File: src/rtl/sponge_ctrl.sv
// rtl/sponge_ctrl.sv - sequencing FSM for the multi-block Keccak sponge absorb/permute flow
module sponge_ctrl #(
   parameter int NUM_ROUNDS = 24,
   parameter int CNT_W      = 16
) (
   input  logic             clk,
   input  logic             reset,
   input  logic             enable,
   input  logic             start,
   input  logic             blk_valid,
   input  logic             blk_last,
   input  logic             rounds_done,
   input  logic             digest_ack,
   output logic             blk_ready,
   output logic             state_clear,
   output logic             absorb_en,
   output logic             perm_en,
   output logic             busy,
   output logic             digest_valid,
   output logic             error,
   output logic [CNT_W-1:0] block_count
);

   // Watchdog counts PERMUTE cycles from 0; it fires in the cycle where it reads NUM_ROUNDS+3.
   localparam int              WD_W     = $clog2(NUM_ROUNDS + 4);
   localparam logic [WD_W-1:0] WD_LIMIT = WD_W'(NUM_ROUNDS + 3);
   localparam logic [CNT_W-1:0] CNT_MAX = {CNT_W{1'b1}};

   typedef enum logic [2:0] {
      IDLE, CLEAR, WAIT_BLK, ABSORB, PERMUTE, DONE, ERROR
   } state_t;

   state_t          state_q, state_d;
   logic            last_q;
   logic [WD_W-1:0] wd_q;

   // State register
   always_ff @(posedge clk) begin
      if (reset) state_q <= IDLE;
      else       state_q <= state_d;
   end

   // Next-state decode; nothing advances while enable is low
   always_comb begin
      state_d = state_q;
      if (enable) begin
         case (state_q)
            IDLE:     if (start) state_d = CLEAR;
            CLEAR:    state_d = WAIT_BLK;
            WAIT_BLK: if (blk_valid) state_d = ABSORB;
            ABSORB:   state_d = PERMUTE;
            PERMUTE: begin
               // Completion wins over a coincident watchdog expiry
               if (rounds_done)          state_d = last_q ? DONE : WAIT_BLK;
               else if (wd_q == WD_LIMIT) state_d = ERROR;
            end
            DONE:     if (digest_ack) state_d = IDLE;
            ERROR:    state_d = ERROR;
            default:  state_d = IDLE;
         endcase
      end
   end

   // Output decode: strobes gated by enable, status flags follow the state alone
   always_comb begin
      blk_ready    = enable && (state_q == WAIT_BLK);
      state_clear  = enable && (state_q == CLEAR);
      absorb_en    = enable && (state_q == ABSORB);
      perm_en      = enable && (state_q == PERMUTE);
      busy         = (state_q != IDLE);
      digest_valid = (state_q == DONE);
      error        = (state_q == ERROR);
   end

   // Block counter, last-block flag and permutation watchdog
   always_ff @(posedge clk) begin
      if (reset) begin
         block_count <= '0;
         last_q      <= 1'b0;
         wd_q        <= '0;
      end else if (enable) begin
         case (state_q)
            CLEAR: block_count <= '0;
            WAIT_BLK: begin
               if (blk_valid) begin
                  last_q <= blk_last;
                  if (block_count != CNT_MAX) block_count <= block_count + CNT_W'(1);
               end
            end
            ABSORB:  wd_q <= '0;
            PERMUTE: wd_q <= wd_q + WD_W'(1);
            default: ;
         endcase
      end
   end

endmodule

File: config.mk
export PLATFORM = sky130hd
export DESIGN_NAME = sponge_ctrl
export DESIGN_NICKNAME = d
export VERILOG_FILES = /design/src/rtl/sponge_ctrl.sv
export SDC_FILE = /design/constraint.sdc
export NUM_CORES = 1
export LEC_CHECK = 0
export ABC_CLOCK_PERIOD_IN_PS = 2550
export CORE_UTILIZATION = 55
export DETAILED_ROUTE_END_ITERATION = 6
export DONT_BUFFER_PORTS = 1
export PLACE_DENSITY = 0.7
export SYNTH_ARGS = -nofsm -noshare
export SYNTH_HDL_FRONTEND = slang
export SYNTH_SLANG_ARGS = --single-unit
File: constraint.sdc
create_clock -name clk -period 2.55 [get_ports clk]
set_clock_uncertainty 0.05 [all_clocks]
set_input_delay 0.51 -clock clk [delete_from_list [all_inputs] [get_ports clk]]
set_output_delay 0.51 -clock clk [all_outputs]
set_load 0.01 [all_outputs]
Word level (Yosys, flattened, before mapping). Cells that the tools add are included.

Register bits after elaboration: 25. Bits in latches: 0. RAM bits: 0. Memory bits (read-only): 0. Input bits: 8. Output and inout bits: 23. Memories kept: 0.

$add $sub $neg: 2. Multiply operators: 0. Divide/modulo/power cells: 0. $lt $le $gt $ge: 0. Eq/ne operators: 13. Shift operators: 0. Multiplexer cells: 11. Bitwise logic cells: 0. Reduce and logical (&&, ||, !) cells: 12.

Operators with widths (number): two-way mux 16 bit (2); case mux 16 bit (2 select lines) (1); case mux 3 bit (7 select lines) (1); two-way mux 3 bit (6); adder 16 x 1 -> 16 bit (second input constant) (1); != test 16 bit (second input constant) (1); case mux 5 bit (2 select lines) (1); == test 3 bit (second input constant) (3); == test 3 x 2 -> 1 bit (second input constant) (2); != test 2 bit (second input constant) (3); adder 5 x 1 -> 5 bit (second input constant) (1); == test 5 bit (second input constant) (1); AND reduction 5 bit (1); logical AND 1 bit (4); AND reduction 4 bit (1); nonzero test 2 bit (2); == test 3 x 1 -> 1 bit (second input constant) (1); zero test 3 bit (1); != test 3 bit (second input constant) (1); AND reduction 3 bit (1); nonzero test 3 bit (1); != test 2 x 1 -> 1 bit (second input constant) (1); AND reduction 2 bit (1).

Logic depth before layout (Yosys ltp).
Depth after elaboration: 4. Gate-level depth with buffers: 7. Depth with buffers taken out: 6.

Worst setup path after synthesis. No wires, ideal clock.

Kind: register to register. From: register block_count[0]. To: register block_count[13]. Library setup time: 0.062 ns. Data arrival time: 1.764 ns. Required time: 2.438 ns. Path slack: 0.674 ns. Cell stages (with the launch flop): 8. Buffers on the path: 1. Period minus slack after synthesis: 1.876 ns. Cells stage by stage: dfxtp_1 > ha_1 > and3_1 > and3_1 > buf_2 > a21oi_4 > or3b_1 > nand3_1.

Longest elaborated chain between the ends: 4. Elaborated cells between the ends (all ways): 7. Classes of those cells: add/sub (1); eq/ne (2); mux (3); reduce/logical (1).

RTL lines: start, declared (RTL line 21) `output logic [CNT_W-1:0] block_count`; start signal, assigned (RTL line 87) `if (block_count != CNT_MAX) block_count <= block_count + CNT_W'(1);`; adder 16 x 1 -> 16 bit (RTL line 87); two-way mux 16 bit (RTL line 87); two-way mux 16 bit (RTL line 85) `if (blk_valid) begin`; case mux 16 bit (2 select lines) (RTL line 82) `case (state_q)`.

Several ways; a longest one is shown, not always the timed one. The select of a mux whose other input is x is not followed. A chain may end at the register's enable or synchronous reset.

Worst setup path after layout.
From: register state_q[0]. To: output port absorb_en.

Longest elaborated chain between the ends: 2.

RTL lines: start, declared (RTL line 33) `state_t state_q, state_d;`; start signal, assigned (RTL line 40) `else state_q <= state_d;`; == test 3 x 2 -> 1 bit (RTL line 68) `absorb_en = enable && (state_q == ABSORB);`; logical AND 1 bit (RTL line 68); end, declared (RTL line 16) `output logic absorb_en,`.

No other way between the ends.

==> flow_metrics.py <==
metrics = {
    "detailed_routing": {
        "first_pass_iters": 4,
        "drc": 0,
        "post_drt_wl_per_cell_um": 15.5,
        "viasPerCell": 6.43,
        "wirelength_um": 3220,
        "drt_iter0_drc": 18,
        "num_vias": 1330,
        "ant_nets": 0,
    },
    "yosys": {
        "synth_ff_type": "dfxtp_1",
        "yosysWarningCount": 0,
        "netlist_area_um2": 1440,
        "ys_seq_elements": 25,
        "ys_types": 46,
        "synthArstFlopShare": 0,
        "synth_area_leader_cell": "dfxtp_1",
        "avgSynthCellArea_um2": 8.06,
        "synth.area.top_cells": "dfxtp_1 (35%), o21ai_0 (6.2%), nor2_1 (5.5%)",
        "synth.most_common_cell": "dfxtp_1",
        "synth_edf_count": 0,
        "netlist_top_cells_count": "dfxtp_1 (25), nor2_1 (21), o21ai_0 (18), nand2_1 (16), a21oi_1 (10)",
        "synthCells": 179,
        "netlist.area_leader.share": 0.347,
        "yosysSeqAreaShare": 0.347,
        "synth_nets": 189,
    },
    "timing": {
        "tns_ns": 0,
        "slew_headroom": 0.586,
        "finalCritPeriodShare": 0.899,
        "fin_crit_ns": 2.29,
        "rsz0062_at_grt": "no",
        "fmax_mhz": 436,
        "worst_pin_slew_ns": 0.619,
        "slew_violations": 0,
        "hold_viol": 0,
        "setup_viol": 0,
    },
    "power": {
        "cellLeakagePower_nw": 0.480,
        "p_per_area_nw_per_um2": 416,
        "vdd_drop_max_mv": 0.306,
    },
    "setup_path": {
        "critPathKind": "register to output port",
        "cp-end-kind": "output port",
        "startpoint_type": "register",
        "cp_max_fo": 14,
        "cp.arrival_ns": 1.73,
        "cp.required_ns": 1.99,
    },
    "layout": {
        "areaGrowthSynthToFinish_pct": 3.04,
        "drive_gt1_frac": 0.0904,
        "layout.nets": 188,
        "utilization": 0.600,
        "diodes": 0,
    },
    "cts": {
        "clockBufferDepth": 2,
        "numCtsBuffers": 3,
        "clk_pin_slew_ns": 0.13,
        "clock_tree.root_cell": "clkbuf_4",
        "clkLatencyLatePin_ns": 0.32,
        "cts_tree": "yes",
        "cts_htree_levels": 1,
        "clock_sinks": 25,
        "cts_setup_buffers": 0,
    },
    "die": {
        "io_pins": 31,
        "fp.dieW_um": 53.2,
        "num_rows": 18,
        "die_h_um": 53.2,
        "die_area_um2": 2830,
        "initial_core_util": 0.582,
        "coreArea_um2": 2480,
    },
    "placement": {
        "gp_congestion": 0.795,
        "hpwlAfterDp_um": 2320,
        "port_buffers": 0,
    },
    "global_route": {
        "grt_pass1_wl_um": 5180,
        "grt_pass1_vias": 1163,
        "grt_overflow": 0,
        "grt_max_degree": 20,
        "track_usage": 0.250,
        "antenna_found_initial": 0,
    },
    "flow_run": {
        "drv_cap": 0,
    },
    "status": {
        "status": "finished, final reports clean",
    },
    "min_path": {
        "holdCritPathClass": "input pin to register",
    },
}
## repair_timing
action / CTS / global route
hold buffers: 0 / 0
endpoints found under the hold margin: 0 / 0
endpoints found under the setup margin: 0 / 1
gates resized for setup: 0 / 1
## kinds of logic after synthesis
group / after synthesis / share of synthesized area
simple gates: 78 / 0.300
compound gates: 55 / 0.252
flops: 25 / 0.347
buf+inv: 13 / 0.0408
mux: 5 / 0.0364
fa+ha+maj: 2 / 0.0173
xor+xnor: 1 / 0.00607
## worst paths after layout
kind	startpoint	end	slack, ns	depth (start not counted)
worst min-delay path	reset	state_q[0]$_SDFFE_PP0P_	0.19	1
worst min register to register	wd_q[4]$_SDFFE_PP0P_	wd_q[4]$_SDFFE_PP0P_	0.45	1
worst max register to register	state_q[1]$_SDFFE_PP0P_	block_count[13]$_SDFFE_PP0P_	0.47	5
worst max-delay path	state_q[0]$_SDFFE_PP0P_	absorb_en	0.26	3
## cells in the final DEF, fill, tap and decap left out, types with 2 or more instances in the layout
cell type and n:
a211oi_1 3, and3_1 3, o21ai_0 18, dfxtp_1 24
clkbuf_4 3, mux2_2 2, ha_1 2, o31ai_1 4
and4_1 2, a311oi_1 2, nand4_1 4, buf_4 3
and2_1 3, a21oi_1 10, nor3_1 3, mux2i_1 3
nand2_1 16, a31oi_1 4, a2bb2oi_1 2, nand3_1 9
inv_1 4, nand2b_1 5, a22oi_1 2, a41oi_1 3
nor2_1 21
## through the flow
| stage | worst slack (ns) | hold WS [ns] | power, mW | cell area (um^2) | std cells |
|---|---|---|---|---|---|
| floorplan | 0.674 | 0.390 | 0.443 | 1440 | 179 |
| global placement | 0.531 | 0.395 | 0.445 | 1460 | 203 |
| detailed placement | 0.466 | 0.420 | 0.448 | 1460 | 203 |
| CTS | 0.0660 | 0.174 | 0.626 | 1490 | 207 |
| global route | 0.168 | 0.165 | 0.643 | 1490 | 207 |
| finish | 0.257 | 0.186 | 0.618 | 1490 | 207 |
## registers in the layout (all words and copies together), names as in the netlist
register     flops
block_count     16
last_q           1
state_q          3
wd_q             5
## layout make-up
cell class	instances	area, um^2
clock buffers	4	26.3
fillers	251	991
inverters	4	15.0
multi-input cells	141	883
flip-flops and latches	25	502
well taps	30	37.5
repair buffers	3	22.5
## power by group
group / switching [mW] / internal, mW
Combinational: 0.0207 / 0.0181
Clock: 0.118 / 0.0612
Sequential: 0.00778 / 0.393
## critical path: stages (launching register included)
cell     delay [ns]
dfxtp_2        0.53
nand2_1        0.14
nor3b_1        0.52
buf_4          0.22
## per-layer routing
| metal | track usage | routed length (um) | vias to the layer above |
|---|---|---|---|
| met2 | 0.415 | 1510 | 39 |
| met4 | 0.105 | 43 | 0 |
| li1 | - | - | 662 |
| met3 | 0.0460 | 202 | 4 |
| met1 | 0.310 | 1460 | 625 |
| met5 | 0 | 0 | - |
(Power assumes the default switching activity.)
